$ cat config.mk
export PLATFORM = sky130hd
export DESIGN_NAME = frame_composer
export DESIGN_NICKNAME = d
export VERILOG_FILES = /design/src/rtl/frame_composer.sv
export SDC_FILE = /design/constraint.sdc
export NUM_CORES = 1
export LEC_CHECK = 0
export BUFFER_PORTS_ARGS = -buffer_cell sky130_fd_sc_hd__clkbuf_2
export CAP_MARGIN = 20
export CORE_MARGIN = 4
export CORE_UTILIZATION = 39
export CTS_BUF_LIST = sky130_fd_sc_hd__clkbuf_8
export DETAILED_ROUTE_END_ITERATION = 10
export GPL_ROUTABILITY_DRIVEN = 0
export GPL_TIMING_DRIVEN = 0
export HOLD_SLACK_MARGIN = 0.05
export PLACE_DENSITY = 0.81
export SLEW_MARGIN = 5
export SYNTH_ARGS = -nofsm -noshare
export SYNTH_HDL_FRONTEND = slang
export SYNTH_SLANG_ARGS = --single-unit
$ cat constraint.sdc
create_clock -name clk -period 3.7 [get_ports clk]
set_input_delay 0.185 -clock clk [delete_from_list [all_inputs] [get_ports clk]]
set_output_delay 0.185 -clock clk [all_outputs]
set_load 0.005 [all_outputs]
$ cat src/rtl/frame_composer.sv
// Frame composer: runs sprite engines in priority order and turns their pixel streams into frame-buffer writes.
// Optional background clear phase is compiled in with `define COMPOSER_CLEAR_EN.
module frame_composer #(
   parameter int          N_ENG    = 4,
   parameter int          SCR_W    = 320,
   parameter int          SCR_H    = 240,
   parameter logic [5:0]  BG_INDEX = 6'd0
) (
   input  logic                 clk,
   input  logic                 reset,
   input  logic                 frame_start,
   output logic [N_ENG-1:0]     eng_start,
   input  logic [N_ENG-1:0]     eng_done,
   input  logic [9*N_ENG-1:0]   eng_x,
   input  logic [8*N_ENG-1:0]   eng_y,
   input  logic [7*N_ENG-1:0]   eng_color,
   output logic                 fb_we,
   output logic [16:0]          fb_addr,
   output logic [5:0]           fb_data,
   output logic                 buf_sel,
   output logic                 busy,
   output logic                 frame_done,
   output logic                 overrun,
   output logic [2:0]           state_dbg
);

   localparam int          IW    = (N_ENG > 1) ? $clog2(N_ENG) : 1;
   localparam logic [8:0]  X_LIM = 9'(SCR_W);
   localparam logic [8:0]  Y_LIM = 9'(SCR_H);

   typedef enum logic [2:0] {
      IDLE   = 3'd0,
      START  = 3'd1,
      SKIP   = 3'd2,
      DRAW   = 3'd3,
      FINISH = 3'd4
`ifdef COMPOSER_CLEAR_EN
      , CLEAR = 3'd5
`endif
   } state_t;

   state_t        state, next_state;
   logic [IW-1:0] idx, next_idx;
   logic [8:0]    sel_x;
   logic [7:0]    sel_y;
   logic [6:0]    sel_color;
   logic          sel_done, last_eng, pix_ok;
   logic [16:0]   pix_addr;
   logic          wr_en;
   logic [16:0]   wr_addr;
   logic [5:0]    wr_data;

`ifdef COMPOSER_CLEAR_EN
   localparam logic [16:0] CLR_LAST = 17'(SCR_W * SCR_H - 1);
   logic [16:0] clr_cnt;
`endif

   // Only the selected engine's stream is looked at; everything else is ignored.
   always_comb begin
      sel_x     = eng_x[int'(idx)*9 +: 9];
      sel_y     = eng_y[int'(idx)*8 +: 8];
      sel_color = eng_color[int'(idx)*7 +: 7];
      sel_done  = eng_done[idx];
      last_eng  = (idx == IW'(N_ENG - 1));
      pix_ok    = sel_color[6] && (sel_x < X_LIM) && ({1'b0, sel_y} < Y_LIM);
      pix_addr  = ({9'd0, sel_y} << 8) + ({9'd0, sel_y} << 6) + {8'd0, sel_x};
   end

   always_comb begin
      next_state = state;
      next_idx   = idx;
      wr_en      = 1'b0;
      wr_addr    = pix_addr;
      wr_data    = sel_color[5:0];
      case (state)
         IDLE: begin
            if (frame_start) begin
               next_idx = '0;
`ifdef COMPOSER_CLEAR_EN
               next_state = CLEAR;
`else
               next_state = START;
`endif
            end
         end
`ifdef COMPOSER_CLEAR_EN
         CLEAR: begin
            wr_en   = 1'b1;
            wr_addr = clr_cnt;
            wr_data = BG_INDEX;
            if (clr_cnt == CLR_LAST) next_state = START;
         end
`endif
         START:  next_state = SKIP;
         SKIP:   next_state = DRAW;
         DRAW: begin
            if (sel_done) begin
               if (last_eng) begin
                  next_state = FINISH;
               end else begin
                  next_idx   = idx + 1'b1;
                  next_state = START;
               end
            end else begin
               wr_en = pix_ok;
            end
         end
         FINISH: begin
            next_state = IDLE;
            next_idx   = '0;
         end
         default: begin
            next_state = IDLE;
            next_idx   = '0;
         end
      endcase
   end

   always_comb begin
      eng_start = '0;
      if (state == START) eng_start[idx] = 1'b1;
   end

   assign busy       = (state != IDLE);
   assign frame_done = (state == FINISH);
   assign overrun    = frame_start && busy;
   assign state_dbg  = state;

   // buf_sel flips on entry to FINISH so it changes together with frame_done.
   always_ff @(posedge clk) begin
      if (reset) begin
         state   <= IDLE;
         idx     <= '0;
         buf_sel <= 1'b0;
         fb_we   <= 1'b0;
         fb_addr <= '0;
         fb_data <= '0;
      end else begin
         state   <= next_state;
         idx     <= next_idx;
         fb_we   <= wr_en;
         fb_addr <= wr_en ? wr_addr : '0;
         fb_data <= wr_en ? wr_data : '0;
         if (state == DRAW && sel_done && last_eng) buf_sel <= ~buf_sel;
      end
   end

`ifdef COMPOSER_CLEAR_EN
   always_ff @(posedge clk) begin
      if (reset || state != CLEAR) clr_cnt <= '0;
      else                         clr_cnt <= clr_cnt + 17'd1;
   end
`endif

endmodule

After elaboration in Yosys (flattened, before gate mapping)
Cells that the tools add are included.
{"block": "totals", "register_bits": 30, "in_bits": 103, "output_inout_bits": 35, "word_cells": 56}
{"block": "classes", "add_sub_neg": 3, "multipliers": 2, "order_cmp": 4, "n_eq_ne": 8, "shifts": 3, "mux": 15, "n_bitwise": 3, "n_reduce_logical": 12}
{"operator": "$shiftx A36 B7 Y9", "n": 1}
{"operator": "$shiftx A32 B6 Y8", "n": 1}
{"operator": "$shiftx A28 B6 Y7", "n": 1}
{"operator": "$add A16 B14 Y17", "n": 1}
{"operator": "$add A17 B9 Y17", "n": 1}
{"operator": "$pmux W3 S4", "n": 1}
{"operator": "$lt A9 B9 Y1 const B", "n": 1}
{"operator": "$mux W3", "n": 3}
{"operator": "$lt A8 B8 Y1 const B", "n": 1}
{"operator": "$eq A3 B2 Y1 const B", "n": 2}
{"operator": "$logic_and A1 B1 Y1", "n": 6}
{"operator": "$mul A2 B4 Y6 const B", "n": 1}
{"operator": "$mux W2", "n": 3}
{"operator": "$ne A2 B2 Y1 const B", "n": 3}
{"operator": "$pmux W2 S3", "n": 1}
{"operator": "$mul A2 B3 Y5 const B", "n": 1}
{"operator": "$mux W1", "n": 4}
{"operator": "$mux W4", "n": 1}
{"operator": "$reduce_and A4 Y1", "n": 1}
{"operator": "$reduce_or A2 Y1", "n": 2}
{"operator": "$eq A3 B1 Y1 const B", "n": 1}
{"operator": "$eq A3 B3 Y1 const B", "n": 1}
{"operator": "$logic_not A3 Y1", "n": 1}
{"operator": "$lt A2 B3 Y1 const B", "n": 1}
{"operator": "other kinds (8)", "n": 10}

Longest topological paths before layout
Gate-level depths: netlist of the first run.
{"block": "logic_depth", "word_depth": 9, "depth_mapped": 13, "depth_no_buf": 10}

Worst setup path after synthesis of the first run
OpenSTA, ideal clock, no wires.
{"block": "synth_path", "path_kind": "register to register", "start": "register idx[0]", "end": "register fb_addr[16]", "setup_ns": 0.115, "arrival_ns": 3.311, "required_time_ns": 3.585, "path_slack_ns": 0.274, "path_stages_with_launch": 14, "n_path_buf": 3, "synth_period_minus_slack_ns": 3.426, "path_cell_list": "dfxtp_1 > buf_6 > buf_2 > buf_2 > mux4_2 > inv_1 > fa_1 > inv_1 > ha_1 > a21o_1 > nand4_1 > a21boi_0 > o31a_1 > o21a_1"}
{"block": "synth_between", "elab_chain_cells": 9, "word_cells_on_any_way": 17, "cone_classes": "add/sub: 2; mul: 2; order compare: 2; shift: 3; mux: 4; bitwise: 1; reduce/logical: 3"}
{"element": "start, declared", "line": "43", "text": "logic [IW-1:0] idx, next_idx;"}
{"element": "start signal, assigned", "line": "140", "text": "idx <= next_idx;"}
{"element": "$mul A2 B4 Y6", "line": "60", "text": "sel_x = eng_x[int'(idx)*9 +: 9];"}
{"element": "$shiftx A36 B7 Y9", "line": "60"}
{"element": "$lt A9 B9 Y1", "line": "65", "text": "pix_ok = sel_color[6] && (sel_x < X_LIM) && ({1'b0, sel_y} < Y_LIM);"}
{"element": "$logic_and A1 B1 Y1 (2 in a row)", "line": "65"}
{"element": "$mux W1", "line": "97", "text": "if (sel_done) begin"}
{"element": "$mux W1", "line": "75", "text": "case (state)"}
{"element": "$not A1 Y1 (no line)"}
{"element": "$reduce_or A2 Y1 (no line)"}
{"element": "end signal, assigned", "line": "142", "text": "fb_addr <= wr_en ? wr_addr : '0;"}
{"element": "end, declared", "line": "18", "text": "output logic [16:0] fb_addr,"}
Several ways; a longest one is shown, not always the timed one. The select of a mux whose other input is x is not followed.
A chain may end at the register's enable or synchronous reset.

Final worst setup path of the first run
Same ends and word-level chain as after synthesis.

==> flow_summary.json, run 1 <==
{
  "vias_per_cell": 4.935,
  "core_um2": 5107,
  "hold_slack_ns": 0.1489,
  "swShare": 0.2563,
  "grt_pass1_vias": 1914,
  "syn_inst": 184,
  "synth-edff-count": 0,
  "regToRegSetupSlack_ns": 0.29,
  "grt_util_all_layers": 0.1870,
  "diodes": 0,
  "yosysWarnings": 0,
  "fin_tns_setup_ns": 0,
  "fin_skew_ns": 0.005276,
  "cts_made_buffers": 5,
  "synth-seq-cells": 30,
  "vias": 1959,
  "synth_nets": 308,
  "start_util": 0.4037,
  "synthArstFlopShare": 0,
  "placed_cell_area_um2": 2835,
  "synthToLayoutAreaGrowth_pct": 42.60,
  "rsz0062_at_grt": "no",
  "row_count": 26,
  "worstPathRequired_ns": 3.88,
  "yosysUniqueCellTypes": 37,
  "tightest_slew_ns": 0.3891,
  "path_class": "reg -> reg",
  "p_comb_frac": 0.245,
  "p_int_mw": 0.6434,
  "port_buffers": 137,
  "route.detailed.drc": 0,
  "post-route-min-period_ns": 3.410,
  "crit_path_start_kind": "register",
  "placed_cells": 391,
  "finish.instance_area_um2": 2940,
  "clk_pin_slew_ns": 0.07,
  "crit_path_end_kind": "register",
  "clock_latency_ns": 0.28,
  "leakagePower_nw": 1.461,
  "grt_max_degree": 20,
  "power_mw": 0.8652,
  "drive_above_1_share": 0.5474,
  "crit_path_start": "idx[0]",
  "final_max_slew_viol_count": 0,
  "synth_flop_cell": "dfxtp_1",
  "nets": 450,
  "power_switching_mw": 0.2217,
  "die_area_um2": 6514,
  "timing.rr.end": "fb_addr[16]",
  "ir_drop_mv": 0.2055,
  "cts_tree": "yes",
  "routed_wl_um": 6012,
  "synth_area_um2": 2062,
  "avgSynthCellArea_um2": 11.21,
  "clkPwrFrac": 0.373,
  "io_pins": 138,
  "power_per_cell_area_nw_per_um2": 294.2,
  "drtPass1Iterations": 4,
  "setup_violations": 0,
  "clock_path_buffers": 2,
  "cts_root_buffer": "clkbuf_8",
  "crit_end": "fb_addr[16]",
  "max_slew_margin": 0.7383,
  "routedWlPerCell_um": 15.14,
  "ant_nets": 0,
  "fin_cells": 397,
  "fillers": 462,
  "pwr-share-seq": 0.382,
  "min_period_over_period": 0.9215,
  "crit_arrival_ns": 3.59,
  "timing.max_cap.violations": 0,
  "cts.sinks": 30,
  "h-tree-depth": 2,
  "hpwl_um": 5282,
  "grt_pass1_wl_um": 9225,
  "die_y_um": 80.71,
  "grt_remaining_overflow": 0,
  "status": "finished clean",
  "die_w_um": 80.71,
  "hold_path_class": "in -> reg",
  "fmax_mhz": 293.3,
  "antenna_found_initial": 0,
  "critPathMaxFanout": 19,
  "multi_input_area_um2": 1358,
  "regArea_um2": 600.6,
  "hold_viol_final": 0,
  "drt_iter0_drc": 51,
  "reg2reg_depth": 12,
  "synth-seq-area-share": 0.2913,
  "r2r-start": "idx[0]"
}
==> layout make-up <==
cell class | count | share of cell area
Multi-Input combinational cell | 132 | 0.4617
Timing Repair Buffer | 137 | 0.2332
Sequential cell | 30 | 0.2043
Tap cell | 70 | 0.02979
Clock buffer | 5 | 0.02340
Buffer | 7 | 0.01745
Inverter | 13 | 0.01660
Clock inverter | 3 | 0.01362
==> cell families (layout without fill, tap and decap cells) <==
family                     count (synthesis)  after routing  synth area share
adders and majority gates                 21             21            0.1347
xor gates and xnor gates                   5              5           0.02124
muxes                                     26             26            0.2779
AOI/OAI and AO/OA                         23             23           0.07584
and+or+nand+nor                           57             57            0.1487
DFF                                       30             30            0.2913
buffers and inverters                     22            165           0.05036
==> cells in the mapped netlist, drive strengths merged (3+ instances only) <==
cell,instances,area share
dfxtp,30,0.29
mux4,25,0.27
ha,19,0.12
nor2,17,0.031
inv,13,0.024
nor2b,13,0.039
buf,8,0.025
a21oi,7,0.017
and2,6,0.018
a21o,5,0.018
nor3,5,0.015
nand2,4,0.0073
xor2,3,0.013
==> worst max-delay path, cell delays in order, from the launching register on <==
cell and delay (ns):
dfxtp_1 0.38, buf_6 0.28, buf_4 0.29, mux4_2 0.57
inv_1 0.10, fa_1 0.44, inv_1 0.09, ha_1 0.23
a21o_1 0.20, nand4_1 0.10, a21boi_0 0.16, o31a_1 0.31
o21a_1 0.17
==> timing repair <==
action	4_1_cts	5_1_grt
setup endpoints to repair	4	1
buffers inserted	0	0
resized for setup	1	1
hold buffers	0	0
cloned	0	0
==> placed cells by master, fill, tap and decap left out, types with 3 or more instances in the layout <==
cell type / n
mux4_2: 25
inv_1: 13
and2_1: 6
clkbuf_8: 5
xor2_1: 3
ha_1: 19
a21oi_1: 7
nor2b_1: 13
clkbuf_2: 137
a21o_1: 5
nand2_1: 4
nor2_1: 17
dfxtp_1: 30
nor3_1: 4
==> layer usage <==
layer,vias to the layer above,share of wire,track usage
met1,931,0.38,0.2233
met4,0,0.0065,0.04730
met2,68,0.54,0.3295
li1,954,-,-
met3,6,0.072,0.05381
met5,-,0,0
==> state kept, by name, indices dropped and copies added, names as in the netlist <==
| name | count |
|---|---|
| buf_sel | 1 |
| fb_addr | 17 |
| fb_data | 6 |
| fb_we | 1 |
| idx | 2 |
| state_dbg | 3 |
==> power groups by stage <==
| stage | clock, mW | combinational, mW | sequential [mW] |
|---|---|---|---|
| floorplan | 0 | 0.127 | 0.338 |
| global placement | 0 | 0.204 | 0.338 |
| detailed placement | 0 | 0.211 | 0.338 |
| CTS | 0.330 | 0.213 | 0.331 |
| global route | 0.348 | 0.237 | 0.331 |
| finish | 0.323 | 0.212 | 0.331 |
==> through the flow <==
step	setup WS, ns	utilization
finish	0.2905	0.5757
floorplan	0.2744	-
detailed placement	-0.2252	0.5551
global route	0.008804	0.5757
global placement	-0.1489	0.5551
CTS	0.2186	0.5752
==> how the worst min path moves through the flow <==
stage / from / endpoint / slack [ns] / cells past startpoint
2_1_floorplan: reset / buf_sel / 0.26 / 1
3_3_place_gp: reset / buf_sel / 0.44 / 2
3_5_place_dp: reset / buf_sel / 0.44 / 2
4_1_cts: reset / buf_sel / 0.14 / 2
5_1_grt: reset / buf_sel / 0.16 / 2
6_report: reset / buf_sel / 0.15 / 2
No activity file was read; power rests on OpenSTA's default activity.
==> inputs of run 2 (changes only) <==
--- a/config.mk
+++ b/config.mk
@@ -14,7 +14,7 @@
 export GPL_ROUTABILITY_DRIVEN = 0
 export GPL_TIMING_DRIVEN = 0
 export HOLD_SLACK_MARGIN = 0.05
-export PLACE_DENSITY = 0.81
+export PLACE_DENSITY = 0.79
 export SLEW_MARGIN = 5
 export SYNTH_ARGS = -nofsm -noshare
 export SYNTH_HDL_FRONTEND = slang
==> run 2 against run 1 <==
Against the previous run:
- clock skew is essentially flat
- register-to-register slack is essentially flat
- first-iteration DRC count grew 9.8%
- utilization shrank 0.27 points
- routed wire length shrank 0.58%
- critical path type unchanged
- highest routed layer unchanged
==> flow_summary.json, run 2 (synthesized netlist as in run 1, its figures left out) <==
{
  "ir_drop_mv": 0.1710,
  "critPathMaxFanout": 19,
  "crit_path_start_kind": "register",
  "leakagePower_nw": 1.457,
  "worstPathRequired_ns": 3.91,
  "drtPass1Iterations": 4,
  "worstPathCellList": "buf_8 > buf_4 > mux4_2 > inv_1 > fa_1 > fa_1 > nand2b_1 > a21oi_1 > o211ai_1 > a21o_1 > a21oi_1",
  "drt_iter0_drc": 56,
  "hold_slack_ns": 0.1518,
  "ant_nets": 0,
  "cts_root_buffer": "clkbuf_8",
  "cts.sinks": 30,
  "grt_pass1_wl_um": 9094,
  "power_per_cell_area_nw_per_um2": 277.8,
  "fin_skew_ns": 0.005317,
  "swShare": 0.2704,
  "die_area_um2": 6514,
  "clk_pin_slew_ns": 0.07,
  "grt_pass1_vias": 1949,
  "grt_util_all_layers": 0.1852,
  "post-route-min-period_ns": 3.405,
  "crit_arrival_ns": 3.62,
  "grt_max_degree": 20,
  "final_max_slew_viol_count": 0,
  "power_switching_mw": 0.2199,
  "rsz0062_at_grt": "no",
  "tightest_slew_ns": 0.3866,
  "fin_tns_setup_ns": 0,
  "postCtsSetupBuffers": 0,
  "routedWlPerCell_um": 15.06,
  "path_class": "reg -> reg",
  "clock_path_buffers": 2,
  "setup_violations": 0,
  "nets": 450,
  "start_util": 0.4037,
  "slowest_stage": "mux4_2",
  "hold_viol_final": 0,
  "route.detailed.drc": 0,
  "h-tree-depth": 2,
  "io_pins": 138,
  "largest_register_ff_count": 17,
  "die_w_um": 80.71,
  "p_comb_frac": 0.261,
  "status": "finished clean",
  "grt_remaining_overflow": 0,
  "utilization": 0.5730,
  "fillers": 472,
  "routed_wl_um": 5977,
  "row_count": 26,
  "regMostFlops": "fb_addr",
  "clkPwrFrac": 0.332,
  "p_int_mw": 0.5932,
  "port_buffers": 137,
  "fin_cells": 397,
  "diodes": 0,
  "max_slew_margin": 0.7400,
  "hold_path_class": "in -> reg",
  "antenna_found_initial": 0,
  "slowest_delay_ns": 0.56,
  "min_period_over_period": 0.9203,
  "core_um2": 5107,
  "die_y_um": 80.71,
  "vias_per_cell": 4.912,
  "timing.max_cap.violations": 0,
  "pwr-share-seq": 0.407,
  "final_common_cell": "clkbuf_2",
  "hpwl_um": 5196,
  "drive_above_1_share": 0.5443,
  "clock_latency_ns": 0.28,
  "crit_path_end_kind": "register",
  "cts_tree": "yes",
  "placed_cells": 391,
  "synthToLayoutAreaGrowth_pct": 41.93,
  "layout_common_cells": "clkbuf_2 (137), dfxtp_1 (30), mux4_2 (25)",
  "fmax_mhz": 293.7,
  "cts_made_buffers": 5,
  "vias": 1950
}
==> run 2: critical path: cells and delay by family (launching register included) <==
| family | cells | cell delay, ns |
|---|---|---|
| adders and majority gates | 2 | 0.92 |
| AOI/OAI and AO/OA | 4 | 0.67 |
| buffers and inverters | 3 | 0.61 |
| muxes | 1 | 0.56 |
| DFF | 1 | 0.40 |
| and+or+nand+nor | 1 | 0.18 |
==> run 2: final timing paths <==
| kind | from | end | slack (ns) | cells past startpoint |
|---|---|---|---|---|
| setup / recovery | idx[0] | fb_addr[15] | 0.29 | 11 |
| hold / removal | reset | buf_sel | 0.15 | 2 |
| setup reg to reg | idx[0] | fb_addr[15] | 0.29 | 11 |
| hold reg to reg | buf_sel | buf_sel | 0.52 | 2 |
==> run 2: stage by stage <==
step                worst slack (ns)  total power [mW]  cell area, um2
floorplan                     0.2744            0.4652            2062
global placement             -0.1028            0.5420            2835
detailed placement           -0.1537            0.5491            2835
CTS                         0.001379            0.8190            2925
global route                 0.02381            0.8602            2927
finish                        0.2948            0.8131            2927
==> run 2: final cells by class <==
| class | count | area [um2] | share of cell area |
|---|---|---|---|
| Tap cell | 70 | 87.58 | 0.02993 |
| Sequential cell | 30 | 600.6 | 0.2052 |
| Timing Repair Buffer | 137 | 685.7 | 0.2343 |
| Multi-Input combinational cell | 132 | 1358 | 0.4639 |
| Clock buffer | 6 | 82.58 | 0.02822 |
| Inverter | 13 | 48.80 | 0.01667 |
| Clock inverter | 2 | 8.758 | 0.002993 |
| Buffer | 7 | 55.05 | 0.01881 |
==> run 2: power groups by stage <==
stage	Clock (mW)	Combinational (mW)	Sequential, mW
after CTS	0.275	0.213	0.331
final	0.270	0.212	0.331
after global routing	0.291	0.238	0.331
after global placement	0	0.204	0.338
after floorplan	0	0.127	0.338
after detailed placement	0	0.211	0.338
==> run 2: repair_timing <==
action	in CTS	in global routing
gates cloned	0	0
resized for setup	1	2
hold buffers	0	0
setup endpoints to repair	4	4
==> run 2: per-layer routing <==
layer / GRT usage / part of all wire / vias up
met5: 0 / 0 / -
met4: 0.05068 / 0.011 / 0
met3: 0.05269 / 0.064 / 7
met2: 0.3286 / 0.54 / 68
met1: 0.2184 / 0.39 / 917
li1: - / - / 958
